### src/rtl/ext_int_pkg.sv
// Shared encodings for the external-interrupt conditioner: trigger modes,
// debounce FSM states, per-channel status bundle and the event decode.
package ext_int_pkg;

    typedef enum logic [1:0] {
        MODE_RISE  = 2'b00,
        MODE_FALL  = 2'b01,
        MODE_BOTH  = 2'b10,
        MODE_LEVEL = 2'b11
    } int_mode_e;

    typedef enum logic [1:0] {
        STABLE_LO = 2'b00,
        WAIT_HI   = 2'b01,
        STABLE_HI = 2'b10,
        WAIT_LO   = 2'b11
    } deb_state_e;

    typedef struct packed {
        logic level;
        logic pulse;
        logic pending;
    } ch_status_t;

    // lvl is the current debounced level, lvl_d its value one cycle earlier
    function automatic logic irq_event(input int_mode_e m, input logic lvl, input logic lvl_d);
        logic ev;
        ev = 1'b0;
        case (m)
            MODE_RISE:  ev = lvl & ~lvl_d;
            MODE_FALL:  ev = ~lvl & lvl_d;
            MODE_BOTH:  ev = lvl ^ lvl_d;
            MODE_LEVEL: ev = lvl;
            default:    ev = 1'b0;
        endcase
        return ev;
    endfunction

endpackage

### src/rtl/ext_int_channel.sv
// One external-interrupt channel: 2-flop synchronizer, debounce FSM,
// trigger-mode event detection and sticky pending flag.
module ext_int_channel
    import ext_int_pkg::*;
#(
    parameter int DEBOUNCE_CYCLES = 16
) (
    input  logic       clk,
    input  logic       reset,
    input  logic       pad,
    input  logic       enable,
    input  logic [1:0] mode,
    input  logic       ack,
    output ch_status_t status
);

    localparam int CNT_W = $clog2(DEBOUNCE_CYCLES + 1);
    localparam logic [CNT_W-1:0] CNT_LAST = CNT_W'(DEBOUNCE_CYCLES - 1);
    localparam logic [CNT_W-1:0] CNT_ONE  = CNT_W'(1);

    logic [1:0]       sync_q;
    logic             sync;
    deb_state_e       state;
    logic [CNT_W-1:0] cnt;
    logic             level;
    logic             level_d;
    logic             pulse;
    logic             pending;
    logic             ev;

    assign sync = sync_q[1];

    always_ff @(posedge clk or posedge reset) begin
        if (reset) sync_q <= 2'b00;
        else       sync_q <= {sync_q[0], pad};
    end

    // The counter only runs in WAIT states and is cleared before it can
    // exceed DEBOUNCE_CYCLES-1, so it never wraps.
    always_ff @(posedge clk or posedge reset) begin
        if (reset) begin
            state <= STABLE_LO;
            cnt   <= '0;
            level <= 1'b0;
        end else begin
            case (state)
                STABLE_LO: if (sync) begin
                    if (DEBOUNCE_CYCLES == 1) begin
                        state <= STABLE_HI;
                        level <= 1'b1;
                    end else begin
                        state <= WAIT_HI;
                        cnt   <= CNT_ONE;
                    end
                end
                WAIT_HI: begin
                    if (!sync) begin
                        state <= STABLE_LO;
                        cnt   <= '0;
                    end else if (cnt == CNT_LAST) begin
                        state <= STABLE_HI;
                        level <= 1'b1;
                        cnt   <= '0;
                    end else begin
                        cnt <= cnt + CNT_ONE;
                    end
                end
                STABLE_HI: if (!sync) begin
                    if (DEBOUNCE_CYCLES == 1) begin
                        state <= STABLE_LO;
                        level <= 1'b0;
                    end else begin
                        state <= WAIT_LO;
                        cnt   <= CNT_ONE;
                    end
                end
                WAIT_LO: begin
                    if (sync) begin
                        state <= STABLE_HI;
                        cnt   <= '0;
                    end else if (cnt == CNT_LAST) begin
                        state <= STABLE_LO;
                        level <= 1'b0;
                        cnt   <= '0;
                    end else begin
                        cnt <= cnt + CNT_ONE;
                    end
                end
                default: begin
                    state <= STABLE_LO;
                    cnt   <= '0;
                    level <= 1'b0;
                end
            endcase
        end
    end

    // Events derive from debounced level history only, so mode/enable
    // changes alone never fabricate an edge.
    assign ev = enable & irq_event(int_mode_e'(mode), level, level_d);

    always_ff @(posedge clk or posedge reset) begin
        if (reset) begin
            level_d <= 1'b0;
            pulse   <= 1'b0;
            pending <= 1'b0;
        end else begin
            level_d <= level;
            pulse   <= ev;
            pending <= ev | (pending & ~ack);
        end
    end

    assign status.level   = level;
    assign status.pulse   = pulse;
    assign status.pending = pending;

endmodule

### src/rtl/ext_int_conditioner.sv
// Conditions raw INT pins into debounced levels, event strobes and sticky
// requests for the microcontroller int_ext inputs (driven by irq_pending).
module ext_int_conditioner
    import ext_int_pkg::*;
#(
    parameter int NUM_CH          = 2,
    parameter int DEBOUNCE_CYCLES = 16
) (
    input  logic                  clk,
    input  logic                  reset,
    input  logic [NUM_CH-1:0]     pad_in,
    input  logic [NUM_CH-1:0]     enable,
    input  logic [2*NUM_CH-1:0]   mode,
    input  logic [NUM_CH-1:0]     ack,
    output logic [NUM_CH-1:0]     level_out,
    output logic [NUM_CH-1:0]     irq_pulse,
    output logic [NUM_CH-1:0]     irq_pending
);

    ch_status_t status [NUM_CH];

    for (genvar i = 0; i < NUM_CH; i++) begin : g_ch
        ext_int_channel #(
            .DEBOUNCE_CYCLES(DEBOUNCE_CYCLES)
        ) u_ch (
            .clk    (clk),
            .reset  (reset),
            .pad    (pad_in[i]),
            .enable (enable[i]),
            .mode   (mode[2*i+1:2*i]),
            .ack    (ack[i]),
            .status (status[i])
        );

        assign level_out[i]   = status[i].level;
        assign irq_pulse[i]   = status[i].pulse;
        assign irq_pending[i] = status[i].pending;
    end

endmodule

### config.mk
export PLATFORM = sky130hd
export DESIGN_NAME = ext_int_conditioner
export DESIGN_NICKNAME = d
export VERILOG_FILES = /design/src/rtl/ext_int_pkg.sv /design/src/rtl/ext_int_channel.sv /design/src/rtl/ext_int_conditioner.sv
export SDC_FILE = /design/constraint.sdc
export NUM_CORES = 1
export LEC_CHECK = 0
export ABC_AREA = 1
export BUFFER_PORTS_ARGS = -buffer_cell sky130_fd_sc_hd__buf_2
export CAP_MARGIN = 15
export CORE_ASPECT_RATIO = 0.7
export CORE_MARGIN = 2
export CORE_UTILIZATION = 30
export CTS_CLUSTER_DIAMETER = 30
export DETAILED_ROUTE_END_ITERATION = 6
export GPL_TIMING_DRIVEN = 0
export PLACE_DENSITY = 0.45
export SYNTH_ARGS = -nofsm -noshare
export SYNTH_HDL_FRONTEND = slang
export SYNTH_HIERARCHICAL = 1
export SYNTH_SLANG_ARGS = --single-unit
### constraint.sdc
create_clock -name clk -period 1.7 [get_ports clk]
set_input_delay 0.085 -clock clk [delete_from_list [all_inputs] [get_ports clk]]
set_output_delay 0.085 -clock clk [all_outputs]
set_load 0.005 [all_outputs]
After elaboration in Yosys (flattened, before gate mapping)
Cells that the tools add are included.
- $lt $le $gt $ge: 0
- add/sub/neg operators: 2
- muxes and demuxes: 38
- shifts and indexed selects: 0
- bitwise gates (word level): 18
- multipliers: 0
- equal/unequal tests: 30
- reduce and logical (&&, ||, !) cells: 12
- div/mod/pow operators: 0
- operator list (operator ; number):
    two-way mux 5 bit ; 10
    one-hot mux 5 bit (4 select lines) ; 2
    two-way mux 2 bit ; 12
    equality test 2 bit, second input constant ; 8
    inequality test 2 x 1 -> 1 bit, second input constant ; 8
    one-hot mux 2 bit (4 select lines) ; 2
    adder 5 x 1 -> 5 bit, second input constant ; 2
    equality test 5 x 4 -> 1 bit, second input constant ; 2
    AND reduction 5 bit ; 2
    AND 1 bit ; 8
    equality test 2 x 1 -> 1 bit, second input constant ; 4
    zero test 2 bit ; 4
    two-way mux 1 bit ; 8
    inequality test 2 bit, second input constant ; 4
    one-hot mux 1 bit (4 select lines) ; 2
    AND reduction 4 bit ; 2
    inequality test 3 x 1 -> 1 bit, second input constant ; 2
    inequality test 3 bit, second input constant ; 2
    NOT 1 bit ; 6
    one-hot mux 1 bit (2 select lines) ; 2
    AND reduction 2 bit ; 2
    nonzero test 2 bit ; 2
    bitwise OR 1 bit ; 2
    XOR 1 bit ; 2
- memories kept: 0
- latch bits: 0
- output and inout port bits: 6
- bits in read-only memories: 0
- bits in writable memories: 0
- register bits: 26
- logic and storage cells: 114

Longest topological paths before layout
Gate-level depths: netlist (run 1).
- depth in word-level cells: 5
- depth in mapped cells: 8
- gate-level depth less buffers: 8

By module
Netlist (run 1), hierarchy kept.
- by module, submodules not included (module ; sequential area each (um^2) ; instances ; area each (um^2) ; cells each):
    ext_int_channel at g_ch[1].u_ch ; 325.3 ; 1 ; 699.4 ; 90
    ext_int_channel at g_ch[0].u_ch ; 325.3 ; 1 ; 649.4 ; 78

Worst setup path before layout (run 1)
OpenSTA, ideal clock, no wires.
- kind: register to register
- start point: register g_ch[1].u_ch.cnt[0]
- end point: register with a tool-made name
- cell stages (with the launch flop): 7
- buffers on the path: 0
- setup slack: 0.600 ns
- arrival: 0.983 ns
- data required time: 1.583 ns
- path through: dfrtp_1 -> ha_1 -> nand3_2 -> nor2_2 -> nand2_1 -> nand2_1 -> nand2_1
- RTL lines (element ; line ; text):
    start, declared ; ext_int_channel.sv:24 ; logic [CNT_W-1:0] cnt;
    start signal, assigned ; ext_int_channel.sv:65 ; cnt <= cnt + CNT_ONE;
    start signal, assigned ; ext_int_channel.sv:86 ; cnt <= cnt + CNT_ONE;

==> flow_summary.json, run 1 <==
{
  "start_util_pct": 31.2,
  "slowest_delay_ns": 0.42,
  "die_w_microns": 84.1,
  "yosys-top-cells-area": "dfrtp_1, nand2_1, inv_1",
  "min_period_over_period_pct": 72.0,
  "antenna_left": 0,
  "drt-vias-per-instance": 4.17,
  "relSlewSlack_pct": 66.2,
  "vdd_drop_max_uv": 451,
  "hold_class": "input pin to flip-flop",
  "core_area_sq_um": 4330,
  "dp_hpwl_microns": 1770,
  "ios": 18,
  "gp_congestion": 0.751,
  "clkSlewWorstSetupHoldPaths_ns": 0.09,
  "syn_nets": 186,
  "path_max_fanout": 5,
  "antenna_cells": 0,
  "drive_above_1_share_pct": 18.1,
  "cts_tree": "built",
  "yosys.area.top_type_share_pct": 48.2,
  "status": "completed",
  "required_ns": 1.86,
  "dr.pass1.iters": 4,
  "htreeDepth": 1,
  "grt_setup_unrepaired": "no",
  "crit_buf_inv": 0,
  "clockBufferDepth": 2,
  "first_global_vias": 995,
  "clock.fmax_mhz": 817,
  "setup_ws_ns": 0.476,
  "port_buffers": 17,
  "crit_family": "simple AND/OR/NAND/NOR gates",
  "setup_viol": 0,
  "grt_pass1_wl_microns": 4150,
  "p_leak_nw": 0.932,
  "yosysUniqueCellTypes": 18,
  "area_growth_pct": 19.7,
  "rows": 20,
  "drv_slew": 0,
  "drt_iter0_markers": 47,
  "syn-cell-area_sq_um": 1350,
  "min_period_ns": 1.22,
  "routed_wl_microns": 2240,
  "cts_buffers": 3,
  "tns_ns": 0,
  "synth_area_per_cell_sq_um": 8.03,
  "dr_total_vias": 1034,
  "cp-start-kind": "flip-flop",
  "antenna_found_initial": 0,
  "overflow": 0,
  "wire_per_inst_microns": 9.02,
  "crit_type": "flip-flop to flip-flop",
  "die_h_microns": 60.1,
  "p_per_area_nw_per_um2": 966,
  "clock_sinks": 26,
  "maxCapViolCount": 0,
  "arrival_ns": 1.38,
  "place_ws_ns": 0.476,
  "hold_viol_final": 0,
  "nets": 212,
  "drc": 0,
  "track_usage_pct": 10.2,
  "cts_resized": 0,
  "endpoint_kind": "flip-flop",
  "die_area_sq_um": 5060,
  "cp_common_cell": "nand2_1",
  "synth_cells": 168,
  "slowest_stage": "dfrtp_1",
  "worst_clock_skew_ns": 0.00957,
  "synth_seq_area_share_pct": 48.2,
  "clock_latency_ns": 0.27,
  "worst_slew_pin_slew_ns": 0.506,
  "crit_chain": "ha_1, nand3_2, nor2_2, nand2_1, nand2_1, nand2_1",
  "root_buffer": "clkbuf_8",
  "yosys.area.top_type": "dfrtp_1",
  "synth-seq-cells": 26,
  "yosysWarningCount": 6,
  "grt_max_degree": 16
}
-- worst reg2reg max path, delay by kind of cell, from the launching register on --
| family | cells | cell delay, ns |
|---|---|---|
| flip-flops | 1 | 0.42 |
| AND/OR/NAND/NOR | 5 | 0.46 |
| adder cells (fa/ha/maj) | 1 | 0.24 |
-- layout by cell type (no fill, tap or decap), types with 2 or more instances in the layout --
master         instances
buf_2                 17
nand4_1                5
inv_1                 34
nand3_1               15
clkbuf_8               3
o21ai_0                3
nor2_2                 2
ha_1                   6
a21oi_1                3
nand2_1               56
nand2_2                3
nor2_1                 2
xnor2_1                2
dlygate4sd3_1          4
buf_4                  6
dfrtp_1               26
-- per-layer routing --
layer	wire length, microns	part of all wire, %	vias up	global-route usage [%]
met4	16	0.72	0	2.07
li1	-	-	559	-
met5	0	0	-	0
met2	910	41	25	17.0
met1	1170	52	448	13.3
met3	142	6.4	2	3.18
-- power by group --
group	switching (mW)	leakage, nW	total [mW]	internal (mW)
combinational	0.182	0.556	0.301	0.118
sequential	0.0709	0.340	0.755	0.684
clock	0.189	0.0357	0.504	0.315
-- cell usage after synthesis --
cell type  number
xnor2_1         2
nand3_2         1
nand2_1        56
nor2_1          2
nand4_1         5
nand3b_1        1
xor2_1          1
buf_4           6
dfrtp_1        26
nor2_2          2
a21oi_1         3
inv_1          34
o21ai_2         1
nand3_1        15
ha_1            6
nand4_2         1
o21ai_0         3
nand2_2         3
-- final cells by class --
cell class                 instances  area, sq um
sequential                        26          651
tap                               55         68.8
fill                             451         2720
inverter                          34          128
clock buffer                       3         41.3
clock inverter                     1         30.0
timing repair buffer              21          125
buffer                             6         45.0
multi-input combinational        102          526
-- logic make-up (layout without fill, tap and decap cells) --
family | Yosys count | after routing | synth area share [%]
buffers and inverters | 40 | 65 | 12.8
AOI/OAI and AO/OA | 7 | 7 | 2.88
xor gates and xnor gates | 3 | 3 | 1.95
and+or+nand+nor | 86 | 86 | 28.6
DFF | 26 | 26 | 48.2
adders and majority gates | 6 | 6 | 5.57
-- through the flow --
step / hold WS (ns) / power [mW] / instances / area, sq um / utilization, %
final: 0.0203 / 1.56 / 248 / 1610 / 37.3
after global routing: 0.0340 / 1.67 / 248 / 1610 / 37.3
after CTS: 0.0186 / 1.58 / 248 / 1610 / 37.3
after detailed placement: 0.156 / 1.06 / 240 / 1500 / 34.7
after global placement: 0.147 / 1.05 / 240 / 1500 / 34.7
after floorplan: -0.0380 / 0.979 / 168 / 1350 / -
-- sequential cells by signal (all words and copies together) (netlist names), named ones only --
signal             flops
g_ch.u_ch/level_d      2
g_ch.u_ch/pulse        2
g_ch.u_ch/pending      2
g_ch.u_ch/sync_q       4
g_ch.u_ch/cnt         10
g_ch.u_ch/state        2
g_ch.u_ch/level        2
-- final timing paths --
check | from | to | slack [ns] | cells past startpoint
max in group asynchronous | reset | g_ch[0].u_ch/cnt[0]$_DFFE_PP0P_ | 0.96 | 3
min in group asynchronous | reset | g_ch[1].u_ch/pending$_DFF_PP0_ | 0.38 | 3
hold reg to reg | g_ch[0].u_ch/sync_q[0]$_DFF_PP0_ | g_ch[0].u_ch/sync_q[1]$_DFF_PP0_ | 0.35 | 0
setup reg to reg | g_ch[1].u_ch/cnt[0]$_DFFE_PP0P_ | flip-flop | 0.48 | 6
setup / recovery | g_ch[1].u_ch/cnt[0]$_DFFE_PP0P_ | flip-flop | 0.48 | 6
hold / removal | enable[0] | g_ch[0].u_ch/pulse$_DFF_PP0_ | 0.02 | 3
-- repair_timing --
| item | 4_1_cts | 5_1_grt |
|---|---|---|
| hold buffers | 4 | 0 |
| buffers inserted | 0 | 0 |
| hold endpoints to repair | 29 | 0 |
Power figures use the tool's default switching activity.
==> inputs of run 2 (changes only) <==
Settings changed: PLACE_DENSITY 0.45 to 0.47.
Clock period 1.7 ns to 1 ns, I/O delays scaled along.
==> flow_summary.json, run 2 (same netlist as run 1, synthesis figures left out) <==
{
  "r2r_start": "g_ch[1].u_ch/level$_DFFE_PP0P_",
  "overflow": 0,
  "die_w_microns": 84.1,
  "setup_ws_ns": -0.149,
  "final_area_sq_um": 1980,
  "p_leak_nw": 1.01,
  "min_path_cells": 5,
  "path_max_fanout": 4,
  "cp-start-kind": "flip-flop",
  "area_growth_pct": 46.6,
  "crit_buf_inv": 1,
  "drt_iter0_markers": 38,
  "largest_reg_flops": 10,
  "crit_type": "flip-flop to flip-flop",
  "clock_sinks": 26,
  "final_core_util_pct": 45.7,
  "hold_class": "input pin to flip-flop",
  "nets": 229,
  "arrival_ns": 1.32,
  "reg2reg_slack_ns": -0.15,
  "root_buffer": "clkbuf_8",
  "die_area_sq_um": 5060,
  "htreeDepth": 1,
  "rows": 20,
  "worst_slew_pin_slew_ns": 0.513,
  "dp_cells": 240,
  "drc": 0,
  "first_global_vias": 1080,
  "tns_ns": -1.49,
  "clock.fmax_mhz": 870,
  "hold_path_end": "g_ch[1].u_ch/pulse$_DFF_PP0_",
  "crit_family": "flip-flops",
  "maxCapViolCount": 0,
  "fill_cells": 417,
  "worst_clock_skew_ns": 0.00182,
  "cts_tree": "built",
  "grt_pass1_wl_microns": 4510,
  "port_buffers": 17,
  "min_period_over_period_pct": 115,
  "grt_setup_unrepaired": "yes",
  "regMostFlops": "g_ch.u_ch/cnt",
  "hold_viol_final": 0,
  "met3_usage_pct": 2.90,
  "top_usage_layer": "met2",
  "cts_buffers": 3,
  "mostFrequentLayoutCells": "nand2_1, inv_1, dfrtp_1, buf_2, buf_4",
  "clockBufferDepth": 2,
  "dpl_cell_area_sq_um": 1510,
  "p_per_area_nw_per_um2": 1450,
  "antenna_found_initial": 0,
  "dp_hpwl_microns": 1820,
  "r2r-end": "g_ch[1].u_ch/pending$_DFF_PP0_",
  "grt_use_met2_pct": 21.7,
  "antenna_left": 0,
  "place_ws_ns": -0.229,
  "gp_congestion": 0.794,
  "die_h_microns": 60.1,
  "relSlewSlack_pct": 65.8,
  "grt_max_degree": 15,
  "grt.met1_usage_pct": 12.9,
  "layout_commonest_cell": "nand2_1",
  "reg.largest.list": "g_ch.u_ch/cnt (10), g_ch.u_ch/sync_q (4)",
  "core_area_sq_um": 4330,
  "required_ns": 1.17,
  "drv_slew": 0,
  "routed_wl_microns": 3010,
  "status": "complete, but fails checks",
  "setup_viol": 20,
  "min_from": "mode[3]",
  "start_util_pct": 31.2,
  "cp_common_cell": "nand2_2",
  "ios": 18,
  "drt-vias-per-instance": 4.29,
  "clock_latency_ns": 0.27,
  "dr.pass1.iters": 4,
  "crit_chain": "inv_2, ha_4, nand2_2, nand3_2, nand2_2, nand2_2, nand2_1",
  "dr_total_vias": 1138,
  "p_total_mw": 2.86,
  "drive_above_1_share_pct": 43.3,
  "track_usage_pct": 11.4,
  "wire_per_inst_microns": 11.4,
  "slowest_delay_ns": 0.43,
  "hold_ws_ns": 0.143,
  "reg2reg_depth": 7,
  "endpoint_kind": "flip-flop",
  "clkSlewWorstSetupHoldPaths_ns": 0.09,
  "violations": "negative setup slack",
  "vdd_drop_max_uv": 1010,
  "min_period_ns": 1.15,
  "slowest_stage": "dfrtp_1",
  "antenna_cells": 0,
  "stdcell_count": 265
}
==> run 2: metal layers <==
layer / vias up / routed length [microns]
li1: 595 / -
met1: 530 / 1270
met2: 9 / 1630
met3: 4 / 77
met4: 0 / 40
met5: - / 0
==> run 2: worst reg2reg max path, cell delays in order, from the launching register on <==
cell and delay, ns:
dfrtp_1 0.43, inv_2 0.07, ha_4 0.27, nand2_2 0.05
nand3_2 0.06, nand2_2 0.05, nand2_2 0.08, nand2_1 0.05
==> run 2: layout make-up <==
| type | instances | area, sq um | share of cell area, % |
|---|---|---|---|
| inverter | 34 | 128 | 6.46 |
| tap | 55 | 68.8 | 3.48 |
| multi-input combinational | 102 | 727 | 36.8 |
| clock buffer | 4 | 55.1 | 2.78 |
| buffer | 6 | 52.6 | 2.66 |
| sequential | 26 | 658 | 33.3 |
| timing repair buffer | 38 | 288 | 14.6 |
==> run 2: report_power, final <==
group	switching, mW	internal [mW]	leakage, nW
Sequential	0.152	1.17	0.332
Clock	0.328	0.352	0.0288
Combinational	0.462	0.403	0.644
==> run 2: timing repair <==
item / CTS / global route
endpoints found under the setup margin: 21 / 22
resized for setup: 32 / 30
setup buffers: 9 / 5
hold buffers: 6 / 1
hold endpoints to repair: 31 / 1
pin swaps: 19 / 18
==> run 2: how the worst max path moves through the flow <==
stage	depth (start not counted)	endpoint	slack [ns]	from
2_1_floorplan	6	flip-flop	-0.09	g_ch[1].u_ch/cnt[0]$_DFFE_PP0P_
3_3_place_gp	6	flip-flop	-0.23	g_ch[1].u_ch/cnt[0]$_DFFE_PP0P_
3_5_place_dp	6	flip-flop	-0.23	g_ch[1].u_ch/cnt[0]$_DFFE_PP0P_
4_1_cts	7	g_ch[0].u_ch/pending$_DFF_PP0_	-0.16	g_ch[0].u_ch/level$_DFFE_PP0P_
5_1_grt	8	g_ch[1].u_ch/pending$_DFF_PP0_	-0.22	g_ch[1].u_ch/level$_DFFE_PP0P_
6_report	7	g_ch[1].u_ch/pending$_DFF_PP0_	-0.15	g_ch[1].u_ch/level$_DFFE_PP0P_
